## src/rtl/stopwatch_core.sv

```systemverilog
// BCD MM:SS stopwatch counter: edge-detected ticks, pause/resume, per-field adjust,
// rollover pulse and blink enables for the display scanner.
module stopwatch_core #(
  parameter int MAX_MIN = 59,
  parameter int MAX_SEC = 59
) (
  input  logic       clk,
  input  logic       RESET,
  input  logic       tick,
  input  logic       ADJ,
  input  logic       SEL,
  input  logic       pause_pulse,
  output logic [3:0] min_tens,
  output logic [3:0] min_ones,
  output logic [3:0] sec_tens,
  output logic [3:0] sec_ones,
  output logic       running,
  output logic       rollover,
  output logic       blink_min,
  output logic       blink_sec
);

  localparam logic [7:0] SEC_MAX = {4'(MAX_SEC / 10), 4'(MAX_SEC % 10)};
  localparam logic [7:0] MIN_MAX = {4'(MAX_MIN / 10), 4'(MAX_MIN % 10)};

  typedef enum logic {RUN = 1'b0, PAUSED = 1'b1} run_state_t;

  run_state_t state_q, state_d;
  logic [7:0] sec_q, sec_d;
  logic [7:0] min_q, min_d;
  logic       tick_prev;
  logic       tick_evt;
  logic       roll_d;

  // Two-digit BCD increment that wraps to 00 after the field maximum.
  function automatic logic [7:0] bcd_wrap_inc(input logic [7:0] v, input logic [7:0] maxv);
    if (v == maxv)
      return 8'h00;
    else if (v[3:0] == 4'd9)
      return {v[7:4] + 4'd1, 4'd0};
    else
      return {v[7:4], v[3:0] + 4'd1};
  endfunction

  assign tick_evt = tick & ~tick_prev;

  always_ff @(posedge clk) begin
    if (RESET) begin
      state_q   <= RUN;
      sec_q     <= 8'h00;
      min_q     <= 8'h00;
      tick_prev <= 1'b0;
      rollover  <= 1'b0;
      blink_min <= 1'b0;
      blink_sec <= 1'b0;
    end else begin
      state_q   <= state_d;
      sec_q     <= sec_d;
      min_q     <= min_d;
      tick_prev <= tick;
      rollover  <= roll_d;
      blink_min <= ADJ & ~SEL;
      blink_sec <= ADJ & SEL;
    end
  end

  // Tick handling uses the pre-toggle run state; a coincident pause only flips state.
  always_comb begin
    state_d = state_q;
    sec_d   = sec_q;
    min_d   = min_q;
    roll_d  = 1'b0;
    if (pause_pulse)
      state_d = (state_q == RUN) ? PAUSED : RUN;
    if (tick_evt) begin
      if (ADJ) begin
        if (SEL)
          sec_d = bcd_wrap_inc(sec_q, SEC_MAX);
        else
          min_d = bcd_wrap_inc(min_q, MIN_MAX);
      end else if (state_q == RUN) begin
        sec_d = bcd_wrap_inc(sec_q, SEC_MAX);
        if (sec_q == SEC_MAX) begin
          min_d = bcd_wrap_inc(min_q, MIN_MAX);
          roll_d = (min_q == MIN_MAX);
        end
      end
    end
  end

  assign running  = (state_q == RUN);
  assign min_tens = min_q[7:4];
  assign min_ones = min_q[3:0];
  assign sec_tens = sec_q[7:4];
  assign sec_ones = sec_q[3:0];

endmodule
```

## config.mk

```make
export PLATFORM = sky130hd
export DESIGN_NAME = stopwatch_core
export DESIGN_NICKNAME = d
export VERILOG_FILES = /design/src/rtl/stopwatch_core.sv
export SDC_FILE = /design/constraint.sdc
export NUM_CORES = 1
export LEC_CHECK = 0
export ABC_AREA = 0
export ABC_CLOCK_PERIOD_IN_PS = 1850
export BUFFER_PORTS_ARGS = -buffer_cell sky130_fd_sc_hd__buf_2
export CORE_UTILIZATION = 40
export CTS_CLUSTER_SIZE = 10
export DETAILED_ROUTE_END_ITERATION = 8
export PLACE_DENSITY = 0.71
export SETUP_SLACK_MARGIN = 0.05
export SYNTH_ARGS = -nofsm -noshare
export SYNTH_HDL_FRONTEND = slang
export SYNTH_SLANG_ARGS = --single-unit
```

## constraint.sdc

```tcl
create_clock -name clk -period 1.85 [get_ports clk]
set_clock_uncertainty 0.2 [all_clocks]
set_input_delay 0.185 -clock clk [delete_from_list [all_inputs] [get_ports clk]]
set_output_delay 0.185 -clock clk [all_outputs]
set_load 0.05 [all_outputs]
```

[After elaboration in Yosys (flattened, before gate mapping)]
Index checks and enable logic that the tools add are counted.
Storage, ports and cells
  bits in read-only memories: 0
  bits in registers: 21
  bits of input ports: 6
  RAM bits: 0
  latch bits: 0
  memories kept: 0
  logic and storage cells: 42
Cells by class
  add/subtract/negate cells: 4
  $mul: 0
  shifts and indexed selects: 0
  div/mod/pow operators: 0
  bitwise gates (word level): 8
  reductions and logical operators: 4
  multiplexer cells: 12
  $lt $le $gt $ge: 0
  equal/unequal tests: 7
Operator list (number)
  2-to-1 mux 8 bit: 11
  adder 4 x 1 -> 4 bit, second input constant: 4
  equality test 8 x 7 -> 1 bit, second input constant: 2
  equality test 4 bit, second input constant: 2
  NOT 1 bit: 5
  OR reduction 5 bit: 1
  inequality test 2 bit, second input constant: 2
  AND reduction 4 bit: 1
  AND 1 bit: 3
  AND reduction 3 bit: 1
  inequality test 2 x 1 -> 1 bit, second input constant: 1
  nonzero test 2 bit: 1
  2-to-1 mux 1 bit: 1

[Longest topological paths before layout]
  depth in word-level cells: 6
  depth in mapped cells: 8

[Worst setup path after synthesis]
Ideal clock, no wire load.
  kind: flip-flop to flip-flop
  from: register sec_q[4]
  to: register min_q[4]
  arrival: 2.070 ns
  setup time: 0.071 ns
  stages on the path, launching flop included: 7
  path slack: -0.491 ns
  data required time: 1.579 ns
  clock period less this slack: 2.341 ns
  path through: dfxtp_1 ha_1 and3b_1 a32oi_4 buf_6 or4_1 a21oi_1
Between the ends
  longest elaborated chain between the ends: 3
RTL lines
  start, declared: RTL line 29  | logic [7:0] sec_q, sec_d;
  start signal, assigned: RTL line 50  | sec_q <= 8'h00;
  start signal, assigned: RTL line 58  | sec_q <= sec_d;
  equality test 8 x 7 -> 1 bit: RTL line 83  | if (sec_q == SEC_MAX) begin
  nonzero test 2 bit (no line)
  AND reduction 4 bit (no line)
  end signal, assigned: RTL line 59  | min_q <= min_d;
  end, declared: RTL line 30  | logic [7:0] min_q, min_d;
Every way passes these cells.
A chain may end at the register's enable or synchronous reset.

[Final worst setup path]
  from: register sec_q[1]
  to: register min_q[6]
Same word-level chain as after synthesis.

==> impl_metrics.ini <==
[status]
status = complete, but fails checks
violations = negative setup slack

[sta]
slew-limit-headroom_pct = 68.7
layout_setup_ws_ps = -6.39
rsz0062_at_grt = true
worstMarginPinSlew_ps = 469
fin_crit_sh_pct = 100
period_needed_ps = 1860
fmax_mhz = 539
hold_violations = 0
finalSetupViolCount = 3
slew_viol_final = 0

[flow_run]
drv_cap = 0

[critical_path]
slowest_stage = or4b_4
path_class = flip-flop to flip-flop
required_ps = 1890
start_kind = flip-flop
cp.arrival_ps = 1900
critPathMaxStageDelay_ps = 510
cp_max_fo = 7
critical_path.top_delay_family = simple AND/OR/NAND/NOR gates
crit_chain = inv_2, ha_4, and3b_2, a32oi_4, or4b_4, a21oi_2
path_buf_inv = 1
cp-end-kind = flip-flop
reg2reg_slack_ps = -6
reg2reg_depth = 6
crit_cells = 6

[die]
core_um2 = 2590
die_y_um = 55.4
die_w_um = 55.4
initial_core_util_pct = 44.0
io_pins = 26
num_rows = 18
die_area_um2 = 3060

[yosys]
syn_area_um2 = 1140
synth_area_per_cell_um2 = 9.18
synth_xor_area_share_pct = 0.769
ys_seq_area_share_pct = 36.9
synth-warning-count = 0
synth_compound_area_share_pct = 20.4
netlist_instances = 124
synth_ff_type = dfxtp_1
synth-simple-area-share_pct = 24.3
yosysUniqueCellTypes = 38
ys_ff_latch = 21
synth-edff-count = 0
synthArstFlopShare_pct = 0
synth_nets = 138
synth_mux_area_share_pct = 3.52
synth_fa_ha_area_share_pct = 8.79
synth_top_family_by_area = simple AND/OR/NAND/NOR gates

[pwr]
power.internal_mw = 0.581
switching_share_pct = 28.7
seq_power_share_pct = 57.2
power_mw = 0.814
switchingPower_mw = 0.233
clkPwrFrac_pct = 27.1
p_leak_nw = 0.683
power_density_nw_per_um2 = 518
ir_worst_vdd_mv = 0.345
power_frac_comb_pct = 15.6

[detailed_routing]
via_count = 1120
dr.pass1.iters = 4
postRouteAntennaNets = 0
drtIter0Drc = 25
drc_errors = 0
routedWlPerCell_um = 14.6
viasPerCell = 5.66
routed_wl_mm = 2.88

[global_routing]
grt_remaining_overflow = 0
grt_pass1_wl_mm = 4.68
grt.total_usage_pct = 18.4
grt_antenna_before_repair = 0
grt_max_degree = 23
grt_pass1_vias = 1083

[finish]
stdcell_area_um2 = 1570
drive_above_1_share_pct = 47.6
utilization_pct = 60.7
final_cell_mix = 25 x buf_2, 15 x buf_4, 13 x nor2_1
area_growth_pct = 38.1
fin_nets = 183
antenna_cells = 0
layout_commonest_cell = buf_2

[placed_design]
dpl.hpwl_mm = 1.88
dp_slack_ps = -17.0
placed_area_um2 = 1400
gp_congestion = 0.800
portBuffers = 25

[clocking]
tritoncts = done
cts_buffers = 3
clock_sinks = 21
clock_path_buffers = 2
clk_latency_ps = 300
ctsHtreeMaxLevel = 1
clockRootBuffer = clkbuf_4
clk_pin_slew_ps = 120

[min_path]
holdPathStages = 2
hold_path.class = primary input to flip-flop
per-layer routing:
layer  GRT usage, %  vias up  part of all wire, %
li1               -      549                    -
met1           22.5      548                   44
met2           31.3       19                   52
met3           3.28        4                  2.8
met4           8.21        0                  1.2
met5              0        -                    0
cells in the mapped netlist, types with 2 or more instances:
cell type | n | share of area, %
or4b_1 | 2 | 1.8
buf_6 | 2 | 2.0
a21o_1 | 2 | 1.3
and2_1 | 2 | 1.1
nor2_1 | 13 | 4.3
o31ai_1 | 3 | 2.0
mux2i_1 | 4 | 3.5
nor2b_1 | 2 | 1.1
dfxtp_1 | 21 | 37
a311oi_1 | 2 | 1.5
nand3_1 | 4 | 1.8
and3b_1 | 4 | 3.1
or4_1 | 5 | 3.3
inv_1 | 8 | 2.6
clkbuf_1 | 2 | 0.66
nand2_1 | 4 | 1.3
nor3b_1 | 2 | 1.3
a21oi_1 | 12 | 5.3
ha_1 | 8 | 8.8
o21ai_0 | 4 | 1.8
through the flow:
stage                     TNS [ps]  instances  hold slack, ps
after global routing          -369        198            37.1
after CTS                        0        198            42.2
after global placement           0        185             216
final                        -12.2        198            54.1
after floorplan               -277        124            61.1
after detailed placement     -17.0        185             214
power groups by stage:
stage / clock, mW / combinational, mW / sequential (mW)
finish: 0.221 / 0.127 / 0.466
global route: 0.257 / 0.137 / 0.467
CTS: 0.234 / 0.124 / 0.466
detailed placement: 0 / 0.110 / 0.476
global placement: 0 / 0.106 / 0.475
floorplan: 0 / 0.0590 / 0.494
logic make-up after synthesis:
| kind of cell | after synthesis |
|---|---|
| compound gates | 32 |
| xor+xnor | 1 |
| flops | 21 |
| mux | 4 |
| simple gates | 46 |
| buf+inv | 12 |
| fa+ha+maj | 8 |
repair_timing:
action,in CTS,in global routing
gates resized for setup,5,11
gates cloned,1,0
pin swaps,2,1
setup buffers,5,0
endpoints found under the setup margin,9,9
hold endpoints to repair,3,0
hold buffers,3,0
sequential cells by signal (all words and copies together), names as in the netlist:
register	count
min_q	8
sec_q	8
blink_min	1
blink_sec	1
rollover	1
state_q	1
tick_prev	1
worst paths after layout:
| kind | start | endpoint |
|---|---|---|
| max | sec_q[1]$_SDFFE_PP0P_ | min_q[6]$_SDFFE_PP0P_ |
| min | ADJ | blink_sec$_SDFF_PP0_ |
| max reg2reg | sec_q[1]$_SDFFE_PP0P_ | min_q[6]$_SDFFE_PP0P_ |
| min reg2reg | min_q[3]$_SDFFE_PP0P_ | min_q[3]$_SDFFE_PP0P_ |
cell type report:
cell class	count	area, µm²
clock inverters	1	5.00
inverters	8	30.0
well taps	30	37.5
fillers	222	1020
repair buffers	43	268
clock buffers	3	22.5
flip-flops and latches	21	450
multi-input cells	92	759
worst reg2reg max path, stage by stage, from the launching register on:
cell	delay [ps]
dfxtp_4	360
inv_2	60
ha_4	130
and3b_2	250
a32oi_4	160
or4b_4	510
a21oi_2	140
No activity file was read; power rests on OpenSTA's default activity.
